==> config.mk <==
export PLATFORM = sky130hd
export DESIGN_NAME = nco_mc
export DESIGN_NICKNAME = d
export VERILOG_FILES = /design/src/rtl/nco_mc_pkg.sv /design/src/rtl/nco_mc_qlut.sv /design/src/rtl/nco_mc.sv
export SDC_FILE = /design/constraint.sdc
export NUM_CORES = 1
export LEC_CHECK = 0
export CAP_MARGIN = 20
export CORE_MARGIN = 10
export CORE_UTILIZATION = 30
export DETAILED_ROUTE_END_ITERATION = 10
export GPL_TIMING_DRIVEN = 0
export PLACE_DENSITY = 0.53
export SYNTH_ARGS = -nofsm -noshare
export SYNTH_HDL_FRONTEND = slang
export SYNTH_SLANG_ARGS = --single-unit
==> constraint.sdc <==
create_clock -name clk -period 5.25 [get_ports clk]
set_clock_uncertainty 0.15 [all_clocks]
set_input_delay 1.05 -clock clk [delete_from_list [all_inputs] [get_ports clk]]
set_output_delay 1.05 -clock clk [all_outputs]
set_load 0.01 [all_outputs]
==> src/rtl/nco_mc_pkg.sv <==
// nco_mc_pkg: shared quadrant type, LFSR constants, LUT and channel-width functions for nco_mc
package nco_mc_pkg;
   typedef enum logic [1:0] {Q0, Q1, Q2, Q3} quad_t;
   localparam logic [15:0] LFSR_SEED = 16'hACE1;
   // right-shift Fibonacci form of taps 16,14,13,11: feedback = b0^b2^b3^b5
   localparam logic [15:0] LFSR_TAPS = 16'h002D;
   localparam real PI = 3.14159265358979323846;
   function automatic int chw_f(input int n);
      return (n > 1) ? $clog2(n) : 1;
   endfunction
   // half-sample offset keeps every quarter-wave entry strictly positive
   function automatic int lut_entry(input int i, input int mpr, input int aw);
      real v;
      v = (2.0 ** (mpr - 1) - 1.0) * $sin(2.0 * PI * ($itor(i) + 0.5) / (2.0 ** (aw + 2)));
      return $rtoi(v + 0.5);
   endfunction
endpackage

==> src/rtl/nco_mc_qlut.sv <==
// nco_mc_qlut: dual-read quarter-wave LUT (stage 2) and quadrant fold to sin/cos (stage 3)
// Ports: clk, reset_n (async active-low), clken; i_phase = truncated phase {quadrant, address};
//        o_sin/o_cos = registered signed samples, two clken edges after i_phase.
module nco_mc_qlut
   import nco_mc_pkg::*;
#(
   parameter int MPR    = 16,
   parameter int LUT_AW = 8
) (
   input  logic                     clk,
   input  logic                     reset_n,
   input  logic                     clken,
   input  logic [LUT_AW+1:0]        i_phase,
   output logic signed [MPR-1:0]    o_sin,
   output logic signed [MPR-1:0]    o_cos
);
   logic signed [MPR-1:0] w_rom [2**LUT_AW];
   logic [LUT_AW-1:0] w_a;
   logic signed [MPR-1:0] r_la, r_lna;
   quad_t r_q;
   for (genvar i = 0; i < 2**LUT_AW; i++) begin : g_rom
      localparam logic signed [MPR-1:0] L = MPR'(lut_entry(i, MPR, LUT_AW));
      assign w_rom[i] = L;
   end
   assign w_a = i_phase[LUT_AW-1:0];
   always_ff @(posedge clk or negedge reset_n)
      if (!reset_n) begin
         r_la  <= '0;
         r_lna <= '0;
         r_q   <= Q0;
         o_sin <= '0;
         o_cos <= '0;
      end else if (clken) begin
         r_la  <= w_rom[w_a];
         r_lna <= w_rom[~w_a];
         r_q   <= quad_t'(i_phase[LUT_AW+1 -: 2]);
         o_sin <= (r_q == Q0) ? r_la  : (r_q == Q1) ? r_lna : (r_q == Q2) ? -r_la  : -r_lna;
         o_cos <= (r_q == Q0) ? r_lna : (r_q == Q1) ? -r_la : (r_q == Q2) ? -r_lna : r_la;
      end
endmodule

==> src/rtl/nco_mc.sv <==
// nco_mc: time-multiplexed multi-channel quadrature NCO, one channel per enabled cycle
// Ports: clk, reset_n (async active-low), clken (global enable), sync_i (clear all accumulators),
//        cfg_we/cfg_ch/cfg_phi_inc/cfg_phase_ofs (per-channel config write, independent of clken),
//        fsin_o/fcos_o (signed samples), out_ch (sample channel), out_valid (pipeline filled).
// Option: define NCO_MC_DITHER_EN to add LFSR phase dither below the truncation point.
module nco_mc
   import nco_mc_pkg::*;
#(
   parameter int NCH      = 4,
   parameter int APR      = 32,
   parameter int MPR      = 16,
   parameter int LUT_AW   = 8,
   parameter int DITHER_W = 4,
   localparam int CHW     = chw_f(NCH)
) (
   input  logic                  clk,
   input  logic                  reset_n,
   input  logic                  clken,
   input  logic                  sync_i,
   input  logic                  cfg_we,
   input  logic [CHW-1:0]        cfg_ch,
   input  logic [APR-1:0]        cfg_phi_inc,
   input  logic [APR-1:0]        cfg_phase_ofs,
   output logic signed [MPR-1:0] fsin_o,
   output logic signed [MPR-1:0] fcos_o,
   output logic [CHW-1:0]        out_ch,
   output logic                  out_valid
);
   localparam int PW = LUT_AW + 2;
   logic [APR-1:0] r_acc [NCH];
   logic [APR-1:0] r_inc [NCH];
   logic [APR-1:0] r_ofs [NCH];
   logic [CHW-1:0] r_cnt, r_ch1, r_ch2;
   logic [PW-1:0] r_p1;
   logic [2:0] r_vld;
   logic [APR-1:0] w_dith, w_sum;
`ifdef NCO_MC_DITHER_EN
   logic [15:0] r_lfsr;
   always_ff @(posedge clk or negedge reset_n)
      if (!reset_n) r_lfsr <= LFSR_SEED;
      else if (clken) r_lfsr <= {^(r_lfsr & LFSR_TAPS), r_lfsr[15:1]};
   assign w_dith = APR'(r_lfsr[DITHER_W-1:0]) << (APR - PW - DITHER_W);
`else
   assign w_dith = APR'({DITHER_W{1'b0}});
`endif
   assign w_sum = r_acc[r_cnt] + r_ofs[r_cnt] + w_dith;
   assign out_valid = r_vld[2];
   // config writes ignore clken; a same-edge visit still reads the old values
   always_ff @(posedge clk or negedge reset_n)
      if (!reset_n) begin
         for (int n = 0; n < NCH; n++) begin
            r_inc[n] <= '0;
            r_ofs[n] <= '0;
         end
      end else if (cfg_we) begin
         r_inc[cfg_ch] <= cfg_phi_inc;
         r_ofs[cfg_ch] <= cfg_phase_ofs;
      end
   // stage 1 keeps running on a sync edge so in-flight samples drain untouched
   always_ff @(posedge clk or negedge reset_n)
      if (!reset_n) begin
         for (int n = 0; n < NCH; n++) r_acc[n] <= '0;
         r_cnt  <= '0;
         r_p1   <= '0;
         r_ch1  <= '0;
         r_ch2  <= '0;
         out_ch <= '0;
         r_vld  <= '0;
      end else if (clken) begin
         r_p1   <= PW'(w_sum >> (APR - PW));
         r_ch1  <= r_cnt;
         r_ch2  <= r_ch1;
         out_ch <= r_ch2;
         r_vld  <= {r_vld[1:0], 1'b1};
         r_cnt  <= (sync_i || r_cnt == CHW'(NCH - 1)) ? '0 : r_cnt + CHW'(1);
         if (sync_i)
            for (int n = 0; n < NCH; n++) r_acc[n] <= '0;
         else
            r_acc[r_cnt] <= r_acc[r_cnt] + r_inc[r_cnt];
      end
   nco_mc_qlut #(.MPR(MPR), .LUT_AW(LUT_AW)) u_qlut (
      .clk     (clk),
      .reset_n (reset_n),
      .clken   (clken),
      .i_phase (r_p1),
      .o_sin   (fsin_o),
      .o_cos   (fcos_o)
   );
endmodule

### Word-level counts from Yosys, hierarchy flattened

Memories as Yosys holds them, arrays and structs flattened. A register that Yosys moved wholly into a read port is not among the register bits.
Index checks and enable logic that the tools add are counted.

| word-level totals | value |
|---|---|
| register bits after elaboration | 439 |
| bits in latches | 0 |
| RAM bits | 0 |
| ROM bits | 8192 |
| output and inout port bits | 35 |
| memories | 2 |

| operators by class | value |
|---|---|
| add/sub/neg operators | 5 |
| multiply operators | 0 |
| div/mod/pow operators | 0 |
| magnitude comparators | 4 |
| eq/ne operators | 3 |
| shifts and indexed selects | 0 |
| multiplexer cells | 24 |
| bitwise logic cells | 5 |
| reductions and logical operators | 6 |

Memory list:

| name | words | bits a word | rd ports | clocked after memory_dff | write ports | RTL line | source |
|---|---|---|---|---|---|---|---|
| (name not given) | 256 | 16 | 1 | 1 | 0 | nco_mc_qlut.sv:34 | `r_la <= w_rom[w_a];` |
| (name not given) | 256 | 16 | 1 | 1 | 0 | nco_mc_qlut.sv:35 | `r_lna <= w_rom[~w_a];` |

Operator list:

| kind | number |
|---|---|
| bitwise mux 128 bit | 3 |
| two-way mux 32 bit | 8 |
| binary-select mux 32 bit (select 2 bit) | 3 |
| demux 32 bit (select 2 bit) | 2 |
| two-way mux 128 bit | 1 |
| two-way mux 16 bit | 6 |
| adder 32 bit | 2 |
| negation 16 bit | 2 |
| NOT 8 -> 9 bit | 2 |
| NOT 8 bit | 1 |
| greater-or-equal comparator 3 bit, second input constant | 2 |
| < comparator 3 x 1 -> 1 bit, second input constant | 2 |
| NOT 2 -> 3 bit | 2 |
| equality test 2 bit, second input constant | 2 |
| adder 2 x 1 -> 2 bit, second input constant | 1 |
| equality test 2 x 1 -> 1 bit, second input constant | 1 |
| logical AND 1 bit | 2 |
| zero test 1 bit | 2 |
| zero test 2 bit | 1 |
| two-way mux 2 bit | 1 |
| logical OR 1 bit | 1 |

### Depth between registers and ports, before layout

| logic depth | value |
|---|---|
| depth in word-level cells | 7 |
| gate-level depth with buffers | 15 |
| gate-level depth less buffers | 12 |

### Hierarchy

A second synthesis with hierarchy kept.

| second synthesis, totals | value |
|---|---|
| cells, all modules | 3013 |
| area total of the unflattened synthesis | 30681.9 um^2 |

By module, submodules not included:

| module | instances | cells an instance | area each (um^2) |
|---|---|---|---|
| nco_mc | 1 | 1402 | 19703.9 |
| nco_mc_qlut | 1 | 1611 | 10978.0 |

### Worst setup path before layout

No wires, ideal clock.

| path | value |
|---|---|
| path kind | register to register |
| from | register r_cnt[0] |
| to | register r_p1[9] |
| library setup time | 0.082 ns |
| data arrival time | 4.456 ns |
| required time | 5.018 ns |
| path slack | 0.562 ns |
| cell stages (with the launch flop) | 14 |
| path buffers | 3 |
| clock period less this slack | 4.688 ns |
| path through | dfrtp_1 > clkbuf_1 > buf_1 > buf_1 > mux4_2 > ha_1 > and2_1 > a221o_1 > a21o_1 > a21oi_1 > and2_1 > a2111oi_0 > or4_1 > a31oi_1 |

| on the way | value |
|---|---|
| word-level cells in the longest chain between the ends | 5 |
| elaborated cells between the ends (all ways) | 8 |
| classes of those cells | add/sub (1); mux (6); bitwise (1) |

Ends and longest elaborated chain:

| element | RTL line | source |
|---|---|---|
| from (decl) | nco_mc.sv:33 | `logic [CHW-1:0] r_cnt, r_ch1, r_ch2;` |
| from (signal assigned) | nco_mc.sv:75 | `r_cnt <= (sync_i \|\| r_cnt == CHW'(NCH - 1)) ? '0 : r_cnt + CHW'(1);` |
| NOT 2 -> 3 bit (implied by the code) * | nco_mc.sv:46 | `assign w_sum = r_acc[r_cnt] + r_ofs[r_cnt] + w_dith;` |
| binary-select mux 32 bit (select 2 bit) | nco_mc.sv:46 |  |
| two-way mux 32 bit (implied by the code) (2 in series) | nco_mc.sv:46 |  |
| adder 32 bit * | nco_mc.sv:46 |  |
| to (signal assigned) | nco_mc.sv:70 | `r_p1 <= PW'(w_sum >> (APR - PW));` |
| to (decl) | nco_mc.sv:34 | `logic [PW-1:0] r_p1;` |

Mark *: on every way between the ends. The rest lies on a longest branch, timed or not. The select of a mux whose other input is x is not followed.
A chain may end at the register's enable or synchronous reset.

### Worst setup path in the final report

| path | value |
|---|---|
| from | register r_p1[1] |
| to | register u_qlut.r_lna[5] |

| on the way | value |
|---|---|
| word-level cells in the longest chain between the ends | 2 |

Ends and longest elaborated chain:

| element | RTL line | source |
|---|---|---|
| NOT 8 bit | nco_mc_qlut.sv:35 |  |
| NOT 8 -> 9 bit | nco_mc_qlut.sv:35 |  |
| to (decl) | nco_mc_qlut.sv:19 | `logic signed [MPR-1:0] r_la, r_lna;` |

No other way between the ends.

==> flow_metrics.py <==
metrics = {
    "global_route": {
        "gr-total-overflow": 0,
        "track_usage": 0.3091,
        "grt_max_degree": 118,
        "antenna_found_initial": 13,
        "grt_pass1_vias": 29910,
        "grt_pass1_wl_um": 253400,
    },
    "yosys": {
        "synth_cell_type_count": 83,
        "avgSynthCellArea_um2": 9.943,
        "synth_simple_gate_area_share": 0.1200,
        "async_flop_share": 1.000,
        "synth_adder_area_share": 0.03508,
        "synth_area_mm2": 0.03088,
        "yosys_most_used_dff": "dfrtp_1",
        "yosys.area_share.xor_xnor": 0.01021,
        "synth-seq-cells": 469,
        "ys_seq_area_frac": 0.3800,
        "synth_edf_count": 0,
        "synth.area.mux_share": 0.2086,
        "synth.net_count": 3263,
        "synth_cells": 3106,
        "synth_compound_area_frac": 0.2027,
        "synth_top_family_by_area": "multiplexers",
        "ys_warn_count": 0,
    },
    "setup_path": {
        "crit_fanout": 12,
        "crit_required_ns": 5.61,
        "critPathKind": "reg -> reg",
        "cp-end-kind": "flop",
        "start_kind": "flop",
        "arrival_ns": 5.85,
    },
    "clock_network": {
        "cts_buffer_depth": 3,
        "cts.sinks": 469,
        "path_clk_slew_ns": 0.07,
        "cts-root-buf": "clkbuf_16",
        "cts_tree": "built",
        "hold_buffers": 0,
        "clock_latency_ns": 0.64,
        "htreeDepth": 2,
        "cts_made_buffers": 54,
    },
    "timing": {
        "slew_viol_final": 0,
        "setup_violations": 11,
        "grt_setup_unrepaired": "false",
        "tightest_slew_ns": 1.434,
        "period_minus_slack_ns": 5.490,
        "fmax_ghz": 0.1821,
        "holdWs_ns": 0.2656,
        "hold_viol_final": 0,
        "timing.final.crit_share": 1.046,
        "setup_ws_ns": -0.2403,
        "relSlewSlack": 0.04411,
    },
    "floorplan": {
        "rows": 117,
        "core_area_mm2": 0.1020,
        "io-pin-count": 106,
        "chipWidth_um": 340.9,
        "die_h_um": 340.9,
        "die_area_mm2": 0.1162,
        "start_util": 0.3027,
    },
    "routing": {
        "drc": 0,
        "vias": 29980,
        "avgRoutedWirePerCell_um": 39.01,
        "viasPerCell": 6.341,
        "ant_nets": 0,
        "postRouteWirelength_um": 184500,
        "drt-initial-drc-count": 3904,
        "drt_pass1_iterations": 5,
    },
    "cells_and_area": {
        "layout-drive-gt1-share": 0.2032,
        "area_growth_pct": 17.94,
        "final_nets": 3468,
        "utilization": 0.3570,
        "final_common_cell": "dfrtp_1",
        "finalInstanceArea_mm2": 0.03642,
        "final_cell_mix": "dfrtp_1 (468), mux2_2 (286), o21ai_0 (240), nand2_1 (232), a21oi_1 (220)",
    },
    "outcome": {
        "status": "finished, violations left",
        "violations": "setup timing",
    },
    "power_and_ir_drop": {
        "powerDensity_mw_per_mm2": 793.0,
        "leakage_nw": 14.38,
        "finalPower_w": 0.02888,
        "ir_drop_mv": 0.4162,
    },
    "placed_design": {
        "pre_cts_slack_ns": -1.375,
        "portBuffers": 105,
        "placed_cell_area_mm2": 0.03430,
        "gp_congestion": 1.090,
        "post-dp-hpwl_um": 139100,
    },
    "min_path": {
        "hp-class": "in -> async",
    },
    "flow_run": {
        "maxCapViolCount": 0,
    },
}
-- Yosys cell counts (69+ instances only) --
cell	number	area [µm²]
mux4_2	138	3108
nor2_1	195	732.0
nor3_1	90	450.4
a21oi_1	221	1106
a22o_1	69	604.3
o21ai_0	244	1221
clkbuf_1	209	784.5
dfrtp_1	469	11740
nand2_1	234	878.3
nand3_1	70	350.3
ha_1	85	1064
mux2_2	286	3221
-- critical path, stage by stage (launching register included) --
cell and delay, ns:
dfrtp_2 0.53, clkbuf_1 0.25, clkbuf_4 0.33, inv_2 0.57
ha_1 0.40, or2_1 0.28, clkbuf_1 0.43, nand2_1 0.30
a221oi_1 0.69, o221ai_1 0.48, o41ai_1 0.36, a21oi_1 0.23
mux2_2 0.33
-- report_power, final --
group	leakage [nW]	switching, W	total [W]	internal, W
clock	0.890	0.00164	0.00388	0.00225
combinational	7.72	0.0140	0.0197	0.00569
sequential	5.77	0.000716	0.00527	0.00456
total	14.4	0.0164	0.0289	0.0125
-- cell type report --
type | count | area [µm²]
Antenna cell | 4 | 10.01
Buffer | 286 | 1246
Clock buffer | 65 | 1463
Clock inverter | 36 | 384.1
Fill cell | 10480 | 65610
Inverter | 59 | 225.2
Multi-Input combinational cell | 2291 | 17920
Sequential cell | 469 | 11740
Tap cell | 1368 | 1712
Timing Repair Buffer | 150 | 1723
-- sequential cells by signal, indices dropped and copies added, names as in the netlist, 3 cells and up --
register and count:
r_acc 128, r_inc 128, r_ofs 128, r_p1 10, r_vld 3, u_qlut.o_cos 16, u_qlut.o_sin 16, u_qlut.r_la 15
u_qlut.r_lna 15
-- path summary, 6_finish.rpt --
path | startpoint | to | slack, ns | cells past startpoint
worst max-delay path | r_p1[1]$_DFFE_PN0P_ | u_qlut.r_lna[5]$_DFFE_PN0P_ | -0.24 | 12
worst min-delay path | reset_n | r_inc[36]$_DFFE_PN0P_ | 0.27 | 1
worst max register to register | r_p1[1]$_DFFE_PN0P_ | u_qlut.r_lna[5]$_DFFE_PN0P_ | -0.24 | 12
worst min register to register | r_vld[0]$_DFFE_PN0P_ | r_vld[0]$_DFFE_PN0P_ | 0.31 | 1
max in group asynchronous | reset_n | u_qlut.o_cos[8]$_DFFE_PN0P_ | 3.18 | 3
min in group clk | r_vld[0]$_DFFE_PN0P_ | r_vld[0]$_DFFE_PN0P_ | 0.31 | 1
-- per-layer routing --
metal / wire length [µm] / global-route usage / vias to the layer above
met2: 80760 / 0.4728 / 1781
li1: - / - / 12210
met4: 14390 / 0.1917 / 12
met1: 73490 / 0.3881 / 15390
met5: 201 / 0.002914 / -
met3: 15610 / 0.07844 / 592
-- cells by family (layout without fill, tap and decap cells) --
group / after synthesis / count (layout)
XOR/XNOR: 36 / 36
AO/OA/AOI/OAI: 952 / 952
buffers and inverters: 346 / 596
AND/OR/NAND/NOR: 782 / 782
other: 0 / 4
multiplexers: 435 / 435
flip-flops: 469 / 469
adder cells (fa/ha/maj): 86 / 86
-- per-stage QoR --
step            TNS, ns  std cells
2_1_floorplan         0       3106
3_3_place_gp   -8890.47       4579
3_5_place_dp    -100.69       4619
4_1_cts               0       4721
5_1_grt               0       4724
6_report         -1.269       4728
-- repair_timing --
item / in CTS / in global routing
endpoints found under the setup margin: 133 / 33
pin swaps: 0 / 0
gates resized for setup: 54 / 43
setup buffers: 2 / 0
Note: power is estimated with default switching activity, not from simulation.
